==> src/rtl/raw_serial_pkg.sv <==
// Shared definitions for the raw serial receiver and transmitter: data width, default divider, FSM encoding.
// The PARITY state exists only when RAW_SERIAL_RX_PARITY_EN is defined.
package raw_serial_pkg;

  localparam int DATA_W          = 8;
  localparam int DEFAULT_CLK_DIV = 625;

  typedef enum logic [2:0] {
    ST_IDLE      = 3'd0,
    ST_START     = 3'd1,
    ST_DATA      = 3'd2,
`ifdef RAW_SERIAL_RX_PARITY_EN
    ST_PARITY    = 3'd3,
`endif
    ST_STOP      = 3'd4,
    ST_WAIT_HIGH = 3'd5
  } rx_state_e;

  // Even parity: the parity bit that makes the total count of ones even.
  function automatic logic even_parity(input logic [DATA_W-1:0] d);
    return ^d;
  endfunction

endpackage

==> src/rtl/raw_serial_rx_if.sv <==
// Received-byte stream: data/valid from the receiver, ready from the consumer.
// valid/ready: a byte transfers on a cycle where valid && ready; data is stable while valid is high.
interface raw_serial_rx_if;
  import raw_serial_pkg::*;

  logic [DATA_W-1:0] data;
  logic              valid;
  logic              ready;

  modport master (output data, output valid, input ready);
  modport slave  (input data, input valid, output ready);

endinterface

==> src/rtl/raw_serial_sync.sv <==
// Multi-flop synchronizer for the asynchronous serial line; resets to the idle (high) level.
module raw_serial_sync #(
  parameter int SYNC_STAGES = 2
) (
  input  logic clk,
  input  logic rst_n,
  input  logic d_i,
  output logic q_o
);

  logic [SYNC_STAGES-1:0] sync_q;

  always_ff @(posedge clk or negedge rst_n) begin
    if (!rst_n) begin
      sync_q <= '1;
    end else begin
      sync_q <= {sync_q[SYNC_STAGES-2:0], d_i};
    end
  end

  assign q_o = sync_q[SYNC_STAGES-1];

endmodule

==> src/rtl/raw_serial_rx.sv <==
// Oversampling-free UART receiver (8N1, or 8E1 when RAW_SERIAL_RX_PARITY_EN is defined) sampling at bit centres.
// Bytes are offered on a valid/ready stream; a byte arriving while the previous one is unconsumed is dropped.
module raw_serial_rx
  import raw_serial_pkg::*;
#(
  parameter int CLK_DIV     = DEFAULT_CLK_DIV,
  parameter int SYNC_STAGES = 2
) (
  input  logic              clk,
  input  logic              rst_n,
  input  logic              rxd,
  raw_serial_rx_if.master   out_if,
  output logic              frame_err,
  output logic              overrun,
  output logic              parity_err,
  output rx_state_e         state_o
);

  localparam int                CNT_W     = $clog2(CLK_DIV);
  localparam logic [CNT_W-1:0] HALF_LOAD = CNT_W'(CLK_DIV / 2 - 1);
  localparam logic [CNT_W-1:0] FULL_LOAD = CNT_W'(CLK_DIV - 1);

  logic rxd_s;

  raw_serial_sync #(.SYNC_STAGES(SYNC_STAGES)) u_sync (
    .clk   (clk),
    .rst_n (rst_n),
    .d_i   (rxd),
    .q_o   (rxd_s)
  );

  rx_state_e         state_q, state_d;
  logic [CNT_W-1:0]  cnt_q, cnt_d;
  logic [2:0]        bit_idx_q, bit_idx_d;
  logic [DATA_W-1:0] shift_q, shift_d;
  logic [DATA_W-1:0] data_q, data_d;
  logic              valid_q, valid_d;
  logic              rxd_prev_q;
  logic              frame_err_q, frame_err_d;
  logic              overrun_q, overrun_d;
  logic              expired;
  logic              complete;
`ifdef RAW_SERIAL_RX_PARITY_EN
  logic              par_err_q, par_err_d;
  logic              par_bad_q, par_bad_d;
`endif

  always_ff @(posedge clk or negedge rst_n) begin
    if (!rst_n) begin
      state_q     <= ST_IDLE;
      cnt_q       <= '0;
      bit_idx_q   <= '0;
      shift_q     <= '0;
      data_q      <= '0;
      valid_q     <= 1'b0;
      rxd_prev_q  <= 1'b1;
      frame_err_q <= 1'b0;
      overrun_q   <= 1'b0;
`ifdef RAW_SERIAL_RX_PARITY_EN
      par_err_q   <= 1'b0;
      par_bad_q   <= 1'b0;
`endif
    end else begin
      state_q     <= state_d;
      cnt_q       <= cnt_d;
      bit_idx_q   <= bit_idx_d;
      shift_q     <= shift_d;
      data_q      <= data_d;
      valid_q     <= valid_d;
      rxd_prev_q  <= rxd_s;
      frame_err_q <= frame_err_d;
      overrun_q   <= overrun_d;
`ifdef RAW_SERIAL_RX_PARITY_EN
      par_err_q   <= par_err_d;
      par_bad_q   <= par_bad_d;
`endif
    end
  end

  assign expired = (cnt_q == '0);

  always_comb begin
    state_d     = state_q;
    cnt_d       = cnt_q;
    bit_idx_d   = bit_idx_q;
    shift_d     = shift_q;
    data_d      = data_q;
    valid_d     = valid_q;
    frame_err_d = 1'b0;
    overrun_d   = 1'b0;
    complete    = 1'b0;
`ifdef RAW_SERIAL_RX_PARITY_EN
    par_err_d   = 1'b0;
    par_bad_d   = par_bad_q;
`endif

    // The bit timer free-runs down to zero in the in-frame states and parks there.
    if (state_q != ST_IDLE && state_q != ST_WAIT_HIGH && !expired) begin
      cnt_d = cnt_q - CNT_W'(1);
    end

    case (state_q)
      ST_IDLE: begin
        if (rxd_prev_q && !rxd_s) begin
          state_d = ST_START;
          cnt_d   = HALF_LOAD;
        end
      end
      ST_START: begin
        if (expired) begin
          if (rxd_s) begin
            state_d = ST_IDLE;
          end else begin
            state_d   = ST_DATA;
            cnt_d     = FULL_LOAD;
            bit_idx_d = '0;
`ifdef RAW_SERIAL_RX_PARITY_EN
            par_bad_d = 1'b0;
`endif
          end
        end
      end
      ST_DATA: begin
        if (expired) begin
          shift_d = {rxd_s, shift_q[DATA_W-1:1]};
          cnt_d   = FULL_LOAD;
          if (bit_idx_q == 3'd7) begin
`ifdef RAW_SERIAL_RX_PARITY_EN
            state_d = ST_PARITY;
`else
            state_d = ST_STOP;
`endif
          end else begin
            bit_idx_d = bit_idx_q + 3'd1;
          end
        end
      end
`ifdef RAW_SERIAL_RX_PARITY_EN
      ST_PARITY: begin
        if (expired) begin
          state_d = ST_STOP;
          cnt_d   = FULL_LOAD;
          if (even_parity(shift_q) != rxd_s) begin
            par_err_d = 1'b1;
            par_bad_d = 1'b1;
          end
        end
      end
`endif
      ST_STOP: begin
        if (expired) begin
          if (rxd_s) begin
            state_d = ST_IDLE;
`ifdef RAW_SERIAL_RX_PARITY_EN
            complete = !par_bad_q;
`else
            complete = 1'b1;
`endif
          end else begin
            frame_err_d = 1'b1;
            state_d     = ST_WAIT_HIGH;
          end
        end
      end
      ST_WAIT_HIGH: begin
        if (rxd_s) begin
          state_d = ST_IDLE;
        end
      end
      default: begin
        state_d = ST_IDLE;
      end
    endcase

    // A consume and a new byte in the same cycle reload rather than clear.
    if (valid_q && out_if.ready) begin
      valid_d = 1'b0;
    end
    if (complete) begin
      if (!valid_q || out_if.ready) begin
        data_d  = shift_q;
        valid_d = 1'b1;
      end else begin
        overrun_d = 1'b1;
      end
    end
  end

  assign out_if.data  = data_q;
  assign out_if.valid = valid_q;
  assign frame_err    = frame_err_q;
  assign overrun      = overrun_q;
  assign state_o      = state_q;
`ifdef RAW_SERIAL_RX_PARITY_EN
  assign parity_err   = par_err_q;
`else
  assign parity_err   = 1'b0;
`endif

endmodule
==> src/flat_wrapper.sv <==
// flat-port wrapper written by rule: the top's interface ports become plain ports
module raw_serial_rx_flat import raw_serial_pkg::*;
#(
  parameter int CLK_DIV     = DEFAULT_CLK_DIV,
  parameter int SYNC_STAGES = 2
)
  (clk, rst_n, rxd, frame_err, overrun, parity_err, state_o, out_if_data, out_if_valid, out_if_ready);
  raw_serial_rx_if out_if_i ();
  input  logic clk;
  input  logic rst_n;
  input  logic rxd;
  output logic frame_err;
  output logic overrun;
  output logic parity_err;
  output rx_state_e state_o;
  output wire logic [$bits(out_if_i.data)-1:0] out_if_data;
  output wire logic [$bits(out_if_i.valid)-1:0] out_if_valid;
  input wire logic [$bits(out_if_i.ready)-1:0] out_if_ready;
  assign out_if_data = out_if_i.data;
  assign out_if_valid = out_if_i.valid;
  assign out_if_i.ready = out_if_ready;
  raw_serial_rx #(.CLK_DIV(CLK_DIV), .SYNC_STAGES(SYNC_STAGES)) u_core (.clk(clk), .rst_n(rst_n), .rxd(rxd), .out_if(out_if_i), .frame_err(frame_err), .overrun(overrun), .parity_err(parity_err), .state_o(state_o));
endmodule
==> config.mk <==
export PLATFORM = sky130hd
export DESIGN_NAME = raw_serial_rx_flat
export DESIGN_NICKNAME = d
export VERILOG_FILES = /design/src/rtl/raw_serial_pkg.sv /design/src/rtl/raw_serial_rx_if.sv /design/src/rtl/raw_serial_sync.sv /design/src/rtl/raw_serial_rx.sv /design/src/flat_wrapper.sv
export SDC_FILE = /design/constraint.sdc
export NUM_CORES = 1
export LEC_CHECK = 0
export BUFFER_PORTS_ARGS = -buffer_cell sky130_fd_sc_hd__buf_2
export CAP_MARGIN = 20
export CORE_ASPECT_RATIO = 0.5
export CORE_UTILIZATION = 58
export CTS_CLUSTER_DIAMETER = 100
export DETAILED_ROUTE_END_ITERATION = 8
export GPL_TIMING_DRIVEN = 0
export PLACE_DENSITY = 0.78
export SETUP_SLACK_MARGIN = 0.4
export SKIP_LAST_GASP = 1
export SLEW_MARGIN = 40
export SYNTH_ARGS = -nofsm -noshare
export SYNTH_HDL_FRONTEND = slang
export SYNTH_SLANG_ARGS = --single-unit
==> constraint.sdc <==
create_clock -name clk -period 2.9 [get_ports clk]
set_input_delay 0.29 -clock clk [delete_from_list [all_inputs] [get_ports clk]]
set_output_delay 0.29 -clock clk [all_outputs]
set_load 0.03 [all_outputs]
## Word level (Yosys, flattened, before mapping)

Cells that the tools add are included.
W data, S select, Z words.

- Bits of input ports: 4
- Memory bits (read-only): 0
- Register bits: 38
- Word-level logic and storage cells: 73
- Memory bits (writable): 0
- Output and inout bits: 15
- Bits in latches: 0
- Memories kept: 0

- Muxes and demuxes: 31
- Eq/ne operators: 14
- Bitwise logic cells: 0
- Reductions and logical operators: 16
- Multiply operators: 0
- Shift operators: 0
- Divide/modulo/power cells: 0
- $lt $le $gt $ge: 0
- Add/subtract/negate cells: 2

Operator list:

| operator | count |
|---|---|
| $mux W10 | 5 |
| $mux W3 | 11 |
| $pmux W10 S3 | 1 |
| $pmux W3 S5 | 1 |
| $mux W1 | 11 |
| $logic_not A10 Y1 | 1 |
| $ne A2 B1 Y1 const B | 5 |
| $sub A10 B1 Y10 const B | 1 |
| $eq A3 B3 Y1 const B | 3 |
| $ne A2 B2 Y1 const B | 3 |
| $pmux W3 S2 | 1 |
| $reduce_and A6 Y1 | 1 |
| $reduce_and A5 Y1 | 1 |
| $logic_and A1 B1 Y1 | 4 |
| $reduce_and A2 Y1 | 2 |
| $add A3 B1 Y3 const B | 1 |
| $eq A3 B1 Y1 const B | 1 |
| $eq A3 B2 Y1 const B | 1 |
| $logic_not A1 Y1 | 3 |
| $logic_not A3 Y1 | 1 |
| $ne A3 B3 Y1 const B | 1 |
| $reduce_bool A3 Y1 | 1 |
| $mux W2 | 1 |
| $reduce_bool A2 Y1 | 1 |
| $logic_or A1 B1 Y1 | 1 |

## Logic depth before layout (Yosys ltp)

- Word-level depth: 7
- Depth in mapped cells: 7
- Mapped depth without buffers: 6

## Hierarchy

Synthesis repeated with hierarchy kept, for this count alone.

- Cells, all modules: 160
- Area total of the unflattened synthesis: 1894.3 um2

Modules (own cells, without submodules):

| module | instances | sequential area each (um2) | cells an instance | area an instance (um2) |
|---|---|---|---|---|
| raw_serial_rx | 1 | 902.1 | 158 | 1841.8 |
| raw_serial_sync | 1 | 52.6 | 2 | 52.6 |

## Least setup slack after synthesis

No wires, ideal clock.

- Kind: register -> register
- From: register u_core.cnt_q[0]
- To: register u_core.shift_q[0]
- Required time: 2.775 ns
- Setup time: 0.125 ns
- Setup slack: 0.791 ns
- Cell stages (with the launch flop): 8
- Arrival: 1.984 ns
- Buffers on the path: 1
- Clock period less this slack: 2.109 ns
- Cell sequence: dfrtp_1 -> inv_1 -> ha_1 -> nor3b_2 -> nand3_4 -> or3_1 -> buf_6 -> mux2_4

- Longest elaborated chain between the ends: 2

RTL lines:

| item | line | text |
|---|---|---|
| from (decl) | raw_serial_rx.sv:33 | `logic [CNT_W-1:0] cnt_q, cnt_d;` |
| from (signal assigned) | raw_serial_rx.sv:65 | `cnt_q <= cnt_d;` |
| $logic_not A10 Y1 | raw_serial_rx.sv:80 | `assign expired = (cnt_q == '0);` |
| $reduce_and A2 Y1 (no line) | n/a |  |
| to (signal assigned) | raw_serial_rx.sv:67 | `shift_q <= shift_d;` |
| to (decl) | raw_serial_rx.sv:35 | `logic [DATA_W-1:0] shift_q, shift_d;` |

Every way passes these cells.
A chain may end at the register's enable or synchronous reset.

## Worst setup path after layout

- From: register u_core.cnt_q[0]
- To: register u_core.shift_q[4]

Same word-level chain as after synthesis.

==> metrics <==
status=completed; Worst EP arrival=2500 ps; Die H=42.7 um; FILL cells=232; Reg clk slew, reported paths=80 ps; Syn-to-layout area delta=15.2%; RR Endpoint=u_core.shift_q[4]$_DFFE_PN0P_; DRT iter0 DRCs=59; xor/xnor share of the synthesized area=0.00456; max_slew headroom=0.653; largest fanout on the critical path=10; Synth Register Bits=38; Yosys cell types=about 50; nets=199; Vias=1385; dpl ws=about 520 ps; reg2reg setup slack=approximately 600 ps; Critical Path RT=3090 ps; clock root cell=clkbuf_8; H-tree depth=2; Post-synth top flop=dfrtp_1; Setup CP Type=reg -> reg; slowest cell on the critical path=dfrtp_1; syn nets=174; initial core utilization=0.623; Hold Path Sink=u_core.u_sync.sync_q[0]$_DFF_PN1_; final setup vio count=0; fraction of the cycle the final worst path needs=0.797; CTS sink cnt=38; RSZ-0062 raised after global routing=no; layout cells sized above 1=0.347; post-synth design cell area=~1900 um2; simple-gate share of the synthesized area=0.197; Hold WC Path Type=in -> reg; most common cell after layout, fill and taps aside=dfrtp_1; sequential share of the synthesized area=0.497; synthesized area per cell=11.5 um2; adder-cell share of the synthesized area=0.0196; setup TNS=0 ps; ANT nets after route=0; fin worst setup slack=just under 600 ps; Mapped Cells=~170; Pwr Density=697 nW/um2; diodes inserted=0; HPWL after DPL=between 2 and 2.5 mm; initial antenna violation count=0; WL/cell=15.2 um; CTS tree=built; crit path cell chain=inv_1 > ha_1 > nor3b_4 > nand3_4 > or3_1 > buf_6 > mux2_4; gr ovfl total=0; Critical Path Start Type=register; multiplexer area fraction after synthesis=0.132; hold depth=1; Lkg Pwr=1.04 nW; die area=3560 um2; Crit path largest cell delay=450 ps; I/O Buffers=17; Ys Warns=0; max_cap viols=0; Tot GR Track Use=0.229; largest net degree at the start of global routing=39; reg2reg path depth=7; min Tclk post-route=roughly 2300 ps; worst flop-to-flop path startpoint=u_core.cnt_q[0]$_DFF_PN0_; Placer Congestion=about 0.82; Cell Rows=14; Worst Tran Pin Value=515 ps; cts bufs inserted=5; IO Pins=19; largest family of logic cells by synthesized area=simple AND/OR/NAND/NOR gates; Clock Skews=8.88 ps; drc violations=0; drt pass-1 iters=4; Worst-Skew Late Latency=300 ps; Worst setup EP type=register; hold violation count in the final report=0; most frequent cells in the layout=dfrtp_1 (35), buf_2 (19), o21ai_0 (10), mux2_2 (10), nor2_1 (9); Hold Crit Start=rxd; Max clock buf depth=2; Horiz. Die Dim=about 83 um; core area=3080 um2; vias in the first global route=1292; Max Freq=432 MHz; complex-gate fraction of the synthesized area=0.113; routed vias/inst=about 5.9; asr flop ratio synth=1.00; first-pass GRT wire length=6.14 mm; Pins Over Slew Limit=0; routed wire length=3.54 mm; peak supply drop=417 uV; Post-synth EDFFs=0
==> kinds of logic after synthesis <==
family | count (synthesis)
adders and majority gates | 3
buffers and inverters | 14
other | 1
DFF | 38
and+or+nand+nor | 57
muxes | 20
xor gates and xnor gates | 1
AOI/OAI and AO/OA | 33
==> cells in the mapped netlist (2+ instances only) <==
cell type | n | area share
dfrtp_1 | 35 | 0.46
mux2_2 | 10 | 0.059
o21ai_0 | 10 | 0.026
nor2_1 | 9 | 0.018
a21oi_1 | 8 | 0.021
mux2_4 | 8 | 0.063
nand3_1 | 6 | 0.016
nor2b_1 | 6 | 0.020
inv_1 | 5 | 0.0098
clkbuf_1 | 4 | 0.0078
nor3_1 | 4 | 0.010
or2_2 | 4 | 0.013
buf_2 | 3 | 0.0078
dfstp_2 | 3 | 0.041
ha_1 | 3 | 0.020
nor4_1 | 3 | 0.0098
or3_2 | 3 | 0.012
a22o_1 | 2 | 0.0091
and3_2 | 2 | 0.0078
mux2i_1 | 2 | 0.010
nand2_1 | 2 | 0.0039
nand2b_1 | 2 | 0.0065
nand4_1 | 2 | 0.0065
o2111ai_1 | 2 | 0.0091
o31ai_1 | 2 | 0.0078
or3_1 | 2 | 0.0065
or4_1 | 2 | 0.0078
or4_2 | 2 | 0.0091
==> flip-flops by register name, indices dropped and copies added (netlist names), 2 cells and up <==
register	cells
u_core.shift_q	8
u_core.u_sync.sync_q	2
u_core.bit_idx_q	3
u_core.state_o	3
u_core.cnt_q	10
u_core.out_if.data	8
==> area by class of cell <==
type                            count  area, um2  area share
Sequential cell                    38        955       0.432
Multi-Input combinational cell    115        903       0.409
Timing Repair Buffer               18       97.6      0.0441
Clock buffer                        5       68.8      0.0311
Clock inverter                      3       68.8      0.0311
Tap cell                           40       50.0      0.0226
Buffer                              9       48.8      0.0221
Inverter                            5       18.8     0.00849
==> worst max path at each step <==
stage	start	endpoint	depth (start not counted)
finish	u_core.cnt_q[0]$_DFF_PN0_	u_core.shift_q[4]$_DFFE_PN0P_	7
global route	u_core.cnt_q[0]$_DFF_PN0_	u_core.cnt_q[6]$_DFF_PN0_	6
CTS	u_core.cnt_q[0]$_DFF_PN0_	u_core.shift_q[0]$_DFFE_PN0P_	7
detailed placement	u_core.cnt_q[0]$_DFF_PN0_	u_core.shift_q[1]$_DFFE_PN0P_	7
global placement	u_core.cnt_q[0]$_DFF_PN0_	u_core.shift_q[0]$_DFFE_PN0P_	7
floorplan	u_core.cnt_q[0]$_DFF_PN0_	u_core.shift_q[0]$_DFFE_PN0P_	7
==> power breakdown <==
group	total (mW)	switching (mW)	internal (mW)
combinational	0.339	0.200	0.139
clock	0.549	0.204	0.345
sequential	0.653	0.0701	0.583
total	1.54	0.474	1.07
==> critical path: cells and delay by family, from the launching register on <==
| kind | cells | cell delay, ps |
|---|---|---|
| muxes | 1 | 290 |
| and+or+nand+nor | 3 | 930 |
| adders and majority gates | 1 | 230 |
| buffers and inverters | 2 | 280 |
| DFF | 1 | 450 |
==> per-stage QoR <==
stage	hold slack (ps)	util	total power [mW]	area, um2	std cells
after floorplan	-5.59	-	0.901	1920	167
after global placement	346	0.666	0.973	2050	224
after detailed placement	349	0.666	0.986	2050	224
after CTS	70.1	0.711	1.54	2190	232
after global routing	65.3	0.717	1.63	2210	233
final	79.1	0.717	1.54	2210	233
==> metal layers <==
| metal | GRT usage | up-vias | part of all wire |
|---|---|---|---|
| met5 | 0 | - | 0 |
| met4 | 0.0828 | 0 | 0.012 |
| met3 | 0.0642 | 4 | 0.039 |
| met2 | 0.341 | 25 | 0.45 |
| met1 | 0.323 | 686 | 0.50 |
| li1 | - | 670 | - |
==> what timing repair did <==
item / 4_1_cts / 5_1_grt
endpoints found under the hold margin: 0 / 35
buffers inserted: 0 / 0
resized for setup: 0 / 1
hold buffers: 0 / 1
setup endpoints to repair: 0 / 12
(Power assumes the default switching activity.)
